--- src/rtl/regfile_wport_arb_pkg.sv ---
// Shared types and constants for the regfile write-port arbiter and its scoreboard.
package regfile_wport_arb_pkg;

    localparam int unsigned RegAddrBus = 5;
    localparam int unsigned RegBus     = 32;
    localparam int unsigned RegNum     = 32;

    localparam logic              WriteEnable = 1'b1;
    localparam logic [RegBus-1:0] ZeroWord    = '0;

    typedef logic [RegAddrBus-1:0] reg_addr_t;
    typedef logic [RegBus-1:0]     reg_data_t;

    // Grant select for the single regfile write port.
    typedef enum logic [1:0] {
        WbSrcNone = 2'd0,
        WbSrcAlu  = 2'd1,
        WbSrcLsu  = 2'd2,
        WbSrcMdu  = 2'd3
    } wb_src_e;

    function automatic logic [RegNum-1:0] reg_onehot(input reg_addr_t addr);
        reg_onehot       = '0;
        reg_onehot[addr] = 1'b1;
    endfunction

endpackage

--- src/rtl/regfile_wport_arb_wb_scoreboard.sv ---
// Busy mask of registers awaiting a long-latency write, with two-port decode stall lookup.
module wb_scoreboard
    import regfile_wport_arb_pkg::*;
(
    input  logic      clk,
    input  logic      rst_n,
    input  logic      set_en,
    input  reg_addr_t set_wa,
    input  logic      clr_en,
    input  reg_addr_t clr_wa,
    input  reg_addr_t ra1,
    input  logic      re1,
    input  reg_addr_t ra2,
    input  logic      re2,
    output logic      stall
);

    logic [RegNum-1:0] busy_q, busy_d;

    // Set is applied after clear so a same-cycle set/clear leaves the register busy.
    always_comb begin
        busy_d = busy_q;
        if (clr_en) begin
            busy_d = busy_d & ~reg_onehot(clr_wa);
        end
        if (set_en) begin
            busy_d = busy_d | reg_onehot(set_wa);
        end
        busy_d[0] = 1'b0;
    end

    always_ff @(posedge clk or negedge rst_n) begin
        if (!rst_n) begin
            busy_q <= '0;
        end else begin
            busy_q <= busy_d;
        end
    end

    assign stall = (re1 && busy_q[ra1]) || (re2 && busy_q[ra2]);

endmodule

--- config.mk ---
export PLATFORM = sky130hd
export DESIGN_NAME = wb_scoreboard
export DESIGN_NICKNAME = d
export VERILOG_FILES = /design/src/rtl/regfile_wport_arb_pkg.sv /design/src/rtl/regfile_wport_arb_wb_scoreboard.sv
export SDC_FILE = /design/constraint.sdc
export NUM_CORES = 1
export LEC_CHECK = 0
export BUFFER_PORTS_ARGS = -buffer_cell sky130_fd_sc_hd__clkbuf_2
export CAP_MARGIN = 10
export CORE_MARGIN = 4
export CORE_UTILIZATION = 48
export CTS_CLUSTER_DIAMETER = 80
export DETAILED_ROUTE_END_ITERATION = 12
export PLACE_DENSITY_LB_ADDON = 0.08
export SLEW_MARGIN = 10
export SYNTH_ARGS = -nofsm -noshare
export SYNTH_HDL_FRONTEND = slang
export SYNTH_SLANG_ARGS = --single-unit
--- constraint.sdc ---
create_clock -name clk -period 3.7 [get_ports clk]
set_input_delay 1.11 -clock clk [delete_from_list [all_inputs] [get_ports clk]]
set_output_delay 1.11 -clock clk [all_outputs]
set_load 0.01 [all_outputs]
Word level (Yosys, flattened, before mapping)
Index checks and enable logic that the tools add are counted.
{"block": "totals", "regBits": 31, "wordCells": 25, "out_inout_bits": 1}
{"block": "op_classes", "bitwise": 3, "reduce_logical": 5, "magnitude_cmp": 6, "n_mux": 10}
{"cell": "$mux W32", "n": 2}
{"cell": "$and A32 B32 Y32", "n": 1}
{"cell": "$not A32 Y32", "n": 1}
{"cell": "$or A32 B32 Y32", "n": 1}
{"cell": "$lt A5 B6 Y1 const B", "n": 4}
{"cell": "$bmux W1 S5", "n": 2}
{"cell": "$demux W1 S5", "n": 2}
{"cell": "$ge A5 B1 Y1 const B", "n": 2}
{"cell": "$logic_and A1 B1 Y1", "n": 4}
{"cell": "$mux W1", "n": 4}
{"cell": "$logic_or A1 B1 Y1", "n": 1}

Longest topological paths before layout
{"block": "depth", "ltp_word": 9, "depth_mapped": 5, "depth_no_buf": 4}

Worst setup path before layout
Ideal clock, no wire load.
{"block": "synth_timing", "path_kind": "input-to-output", "startpoint": "input ra1[1]", "endpoint": "output stall", "arrival_ps": 2291, "path_buffers": 1, "path_stages": 5, "slack_ps": 299, "path_cell_list": "buf_2 mux4_2 a21boi_0 nand4_1 a32o_1"}
{"block": "synth_between", "elab_chain_cells": 4}
{"element": "from (decl)", "line": "regfile_wport_arb_wb_scoreboard.sv:11", "rtl": "input reg_addr_t ra1,"}
{"element": "$bmux W1 S5", "line": "regfile_wport_arb_wb_scoreboard.sv:40", "rtl": "assign stall = (re1 && busy_q[ra1]) || (re2 && busy_q[ra2]);"}
{"element": "$mux W1 (implied by the code)", "line": "regfile_wport_arb_wb_scoreboard.sv:40"}
{"element": "$logic_and A1 B1 Y1", "line": "regfile_wport_arb_wb_scoreboard.sv:40"}
{"element": "$logic_or A1 B1 Y1", "line": "regfile_wport_arb_wb_scoreboard.sv:40"}
{"element": "to (decl)", "line": "regfile_wport_arb_wb_scoreboard.sv:15", "rtl": "output logic stall"}
No other way between the ends. The select of a mux whose other input is x is not followed.

Worst setup path after layout
{"block": "layout_timing", "startpoint": "input ra2[1]", "endpoint": "output stall"}
{"block": "layout_between", "elab_chain_cells": 4}
{"element": "from (decl)", "line": "regfile_wport_arb_wb_scoreboard.sv:13", "rtl": "input reg_addr_t ra2,"}
{"element": "$bmux W1 S5", "line": "regfile_wport_arb_wb_scoreboard.sv:40"}
{"element": "$mux W1 (implied by the code)", "line": "regfile_wport_arb_wb_scoreboard.sv:40"}
{"element": "$logic_and A1 B1 Y1", "line": "regfile_wport_arb_wb_scoreboard.sv:40"}
{"element": "$logic_or A1 B1 Y1", "line": "regfile_wport_arb_wb_scoreboard.sv:40"}
No other way between the ends. The select of a mux whose other input is x is not followed.

==> results.py <==
metrics = {
    "power": {
        "cell_internal_pwr_w": 0.000670,
        "power.share.clock": 0.241,
        "vdd_drop_max_mv": 0.207,
        "netSwitchingPower_w": 0.000282,
        "switching_share": 0.296,
        "p_comb_frac": 0.244,
        "power_leakage_nw": 0.839,
        "powerDensity_nw_per_um2": 455,
        "power_frac_seq": 0.515,
    },
    "timing": {
        "hold_viol": 0,
        "setup_viol": 0,
        "fin_hold_ws_ns": 0.530,
        "final.min_clock_period_ns": 3.64,
        "setup_tns_ns": 0,
        "period_share": 0.985,
        "fmax_ghz": 0.274,
        "relSlewSlack": 0.512,
        "drv_slew": 0,
        "rsz0062_at_grt": "no",
        "finalClockSkew_ns": 0,
        "worstMarginPinSlew_ns": 0.732,
    },
    "synthesis": {
        "synth_seq_cells": 31,
        "synth_nets": 197,
        "async_flop_share": 1.00,
        "synth_top_cell_by_area": "dfrtp_1",
        "synth_area_per_cell_um2": 10.8,
        "netlist_instances": 171,
        "synth_edf_count": 0,
        "ys_warn_count": 0,
        "synthTopCellsByArea": "dfrtp_1 (42%), o21ai_0 (17%), mux4_2 (11%), mux4_1 (7.1%), nand3b_1 (5.7%)",
        "syn_area_um2": 1850,
        "synth_flop_cell": "dfrtp_1",
        "ys_top_cells_by_count": "o21ai_0 (62), dfrtp_1 (31), nand3b_1 (14), mux4_2 (9)",
        "seq_area_frac_synth": 0.419,
        "yosysMostFrequentCell": "o21ai_0",
        "ys_types": 26,
        "synth_top_cell_area_share": 0.419,
    },
    "drt": {
        "first_pass_iters": 4,
        "ant_nets": 0,
        "drt-vias-per-instance": 6.38,
        "wire_per_inst_um": 19.8,
        "vias": 1582,
        "routed_wl_mm": 4.92,
        "drc": 0,
        "dr.first_iter.drc_count": 69,
    },
    "global_route": {
        "busiest_layer": "met2",
        "grt.overflow.total": 0,
        "use_met3": 0.0417,
        "use_met1": 0.305,
        "grt_max_degree": 32,
        "grt_pass1_vias": 1581,
        "grt_use_met2": 0.335,
        "track_usage": 0.216,
        "antenna_found_initial": 0,
        "grt_pass1_wl_mm": 8.10,
    },
    "critical_path": {
        "cp.required_ns": 2.59,
        "arrival_ns": 2.53,
        "crit_path_end_kind": "primary output",
        "crit_chain": "clkbuf_2 -> mux4_1 -> mux2i_1 -> o211ai_1 -> a32o_1 -> clkbuf_2",
        "cp_slowest_cell": "mux4_1",
        "cpMostUsedCell": "clkbuf_2",
        "critPathMaxFanout": 8,
        "path_buf_inv": 2,
        "path_delay_family": "multiplexers",
        "cpPeakStageDelay_ns": 0.58,
        "critPathLaunchType": "input port",
        "path_class": "in -> out",
    },
    "floorplanning": {
        "die_area_um2": 4910,
        "die_h_um": 70.1,
        "rows": 22,
        "core_um2": 3690,
        "fp.dieW_um": 70.1,
        "io_pins": 27,
        "start_util": 0.501,
    },
    "clock_tree": {
        "cts.sinks": 31,
        "cts_max_level": 2,
        "cts_buffers": 5,
        "clk_pin_slew_worst_paths_ns": 0.05,
        "worst_skew_pair.late_latency_ns": 0.27,
        "cts_tree": "yes",
        "clockBufferDepth": 2,
        "cts_setup_buffers": 0,
        "cts_hold_buf": 0,
        "cts-root-buf": "clkbuf_8",
    },
    "finish": {
        "layout-drive-gt1-share": 0.255,
        "design_area_um2": 2090,
        "largest_register_ffs": 31,
        "syn2layout_area_growth_pct": 13.2,
        "top_regs": "busy_q: 31 flops",
        "diodes": 0,
        "layout.nets": 227,
        "regMostFlops": "busy_q",
    },
    "placement": {
        "dp_hpwl_mm": 3.68,
        "gp_congestion": 0.928,
        "dpl_cell_area_um2": 2020,
        "place.port_buffers": 26,
    },
    "outcome": {
        "status": "finished, final reports clean",
    },
    "min_path": {
        "min_path_type": "reg -> reg",
    },
    "job": {
        "drv_cap": 0,
    },
}
metal layers:
layer / routed length, um / part of all wire
met1: 2170 / 0.44
met2: 2290 / 0.47
met3: 393 / 0.080
met4: 68 / 0.014
met5: 0 / 0
final cells by class:
type	count	area (um^2)
tap	48	60.1
inverter	3	11.3
multi-input combinational	132	1030
fill	341	1600
timing repair buffer	28	148
sequential	31	776
clock buffer	6	72.6
power by group through the flow:
| stage | clock [W] | sequential [W] | combinational [W] |
|---|---|---|---|
| 6_report | 0.000230 | 0.000490 | 0.000232 |
| 5_1_grt | 0.000248 | 0.000498 | 0.000260 |
| 4_1_cts | 0.000233 | 0.000487 | 0.000233 |
| 3_5_place_dp | 0 | 0.000493 | 0.000232 |
| 3_3_place_gp | 0 | 0.000489 | 0.000223 |
| 2_1_floorplan | 0 | 0.000457 | 0.000172 |
stage by stage:
stage	worst slack, ns	power, W	util	instances
floorplan	0.299	0.000629	-	171
global placement	0.0802	0.000712	0.547	242
detailed placement	0.0508	0.000725	0.547	242
CTS	0.0439	0.000953	0.567	248
global route	0.00323	0.00101	0.568	248
finish	0.0557	0.000952	0.568	248
worst register-to-register path: cells and delay by family, from the launching register on:
family | cells | cell delay, ns
AO/OA/AOI/OAI | 2 | 0.22
flip-flops | 1 | 0.41
logic make-up after synthesis:
family | share of synthesized area
AOI/OAI and AO/OA | 0.196
muxes | 0.203
DFF | 0.419
buffers and inverters | 0.0257
and+or+nand+nor | 0.156
layout by cell type (no fill, tap or decap):
cell type / instances
dfrtp_1: 31
o21ai_0: 62
mux2i_1: 3
buf_4: 2
nor3_1: 2
a32o_1: 1
mux4_1: 5
and4bb_2: 1
clkbuf_8: 5
clkbuf_4: 1
nor4bb_1: 1
mux4_2: 9
nand3_1: 6
or3b_2: 6
nand4_1: 1
o211ai_1: 1
or3_1: 2
inv_1: 3
o221ai_1: 1
nor2_1: 5
a31oi_1: 3
or3_2: 1
clkbuf_1: 1
nand2_1: 6
nand3b_1: 14
clkbuf_2: 25
a21boi_0: 1
mux2_2: 1
what timing repair did:
| action | 4_1_cts | 5_1_grt |
|---|---|---|
| gates resized for setup | 0 | 2 |
| setup endpoints to repair | 0 | 1 |
| endpoints found under the hold margin | 0 | 0 |
worst paths after layout:
check | to | cells after the start | from | slack (ns)
worst min-delay path | busy_q[26]$_DFF_PN0_ | 2 | busy_q[26]$_DFF_PN0_ | 0.53
worst min register to register | busy_q[26]$_DFF_PN0_ | 2 | busy_q[26]$_DFF_PN0_ | 0.53
min in group asynchronous | busy_q[8]$_DFF_PN0_ | 1 | rst_n | 0.89
worst max-delay path | stall | 6 | ra2[1] | 0.06
worst max register to register | busy_q[23]$_DFF_PN0_ | 2 | busy_q[23]$_DFF_PN0_ | 2.94
max in group asynchronous | busy_q[21]$_DFF_PN0_ | 1 | rst_n | 2.34
No activity file was read; power rests on OpenSTA's default activity.
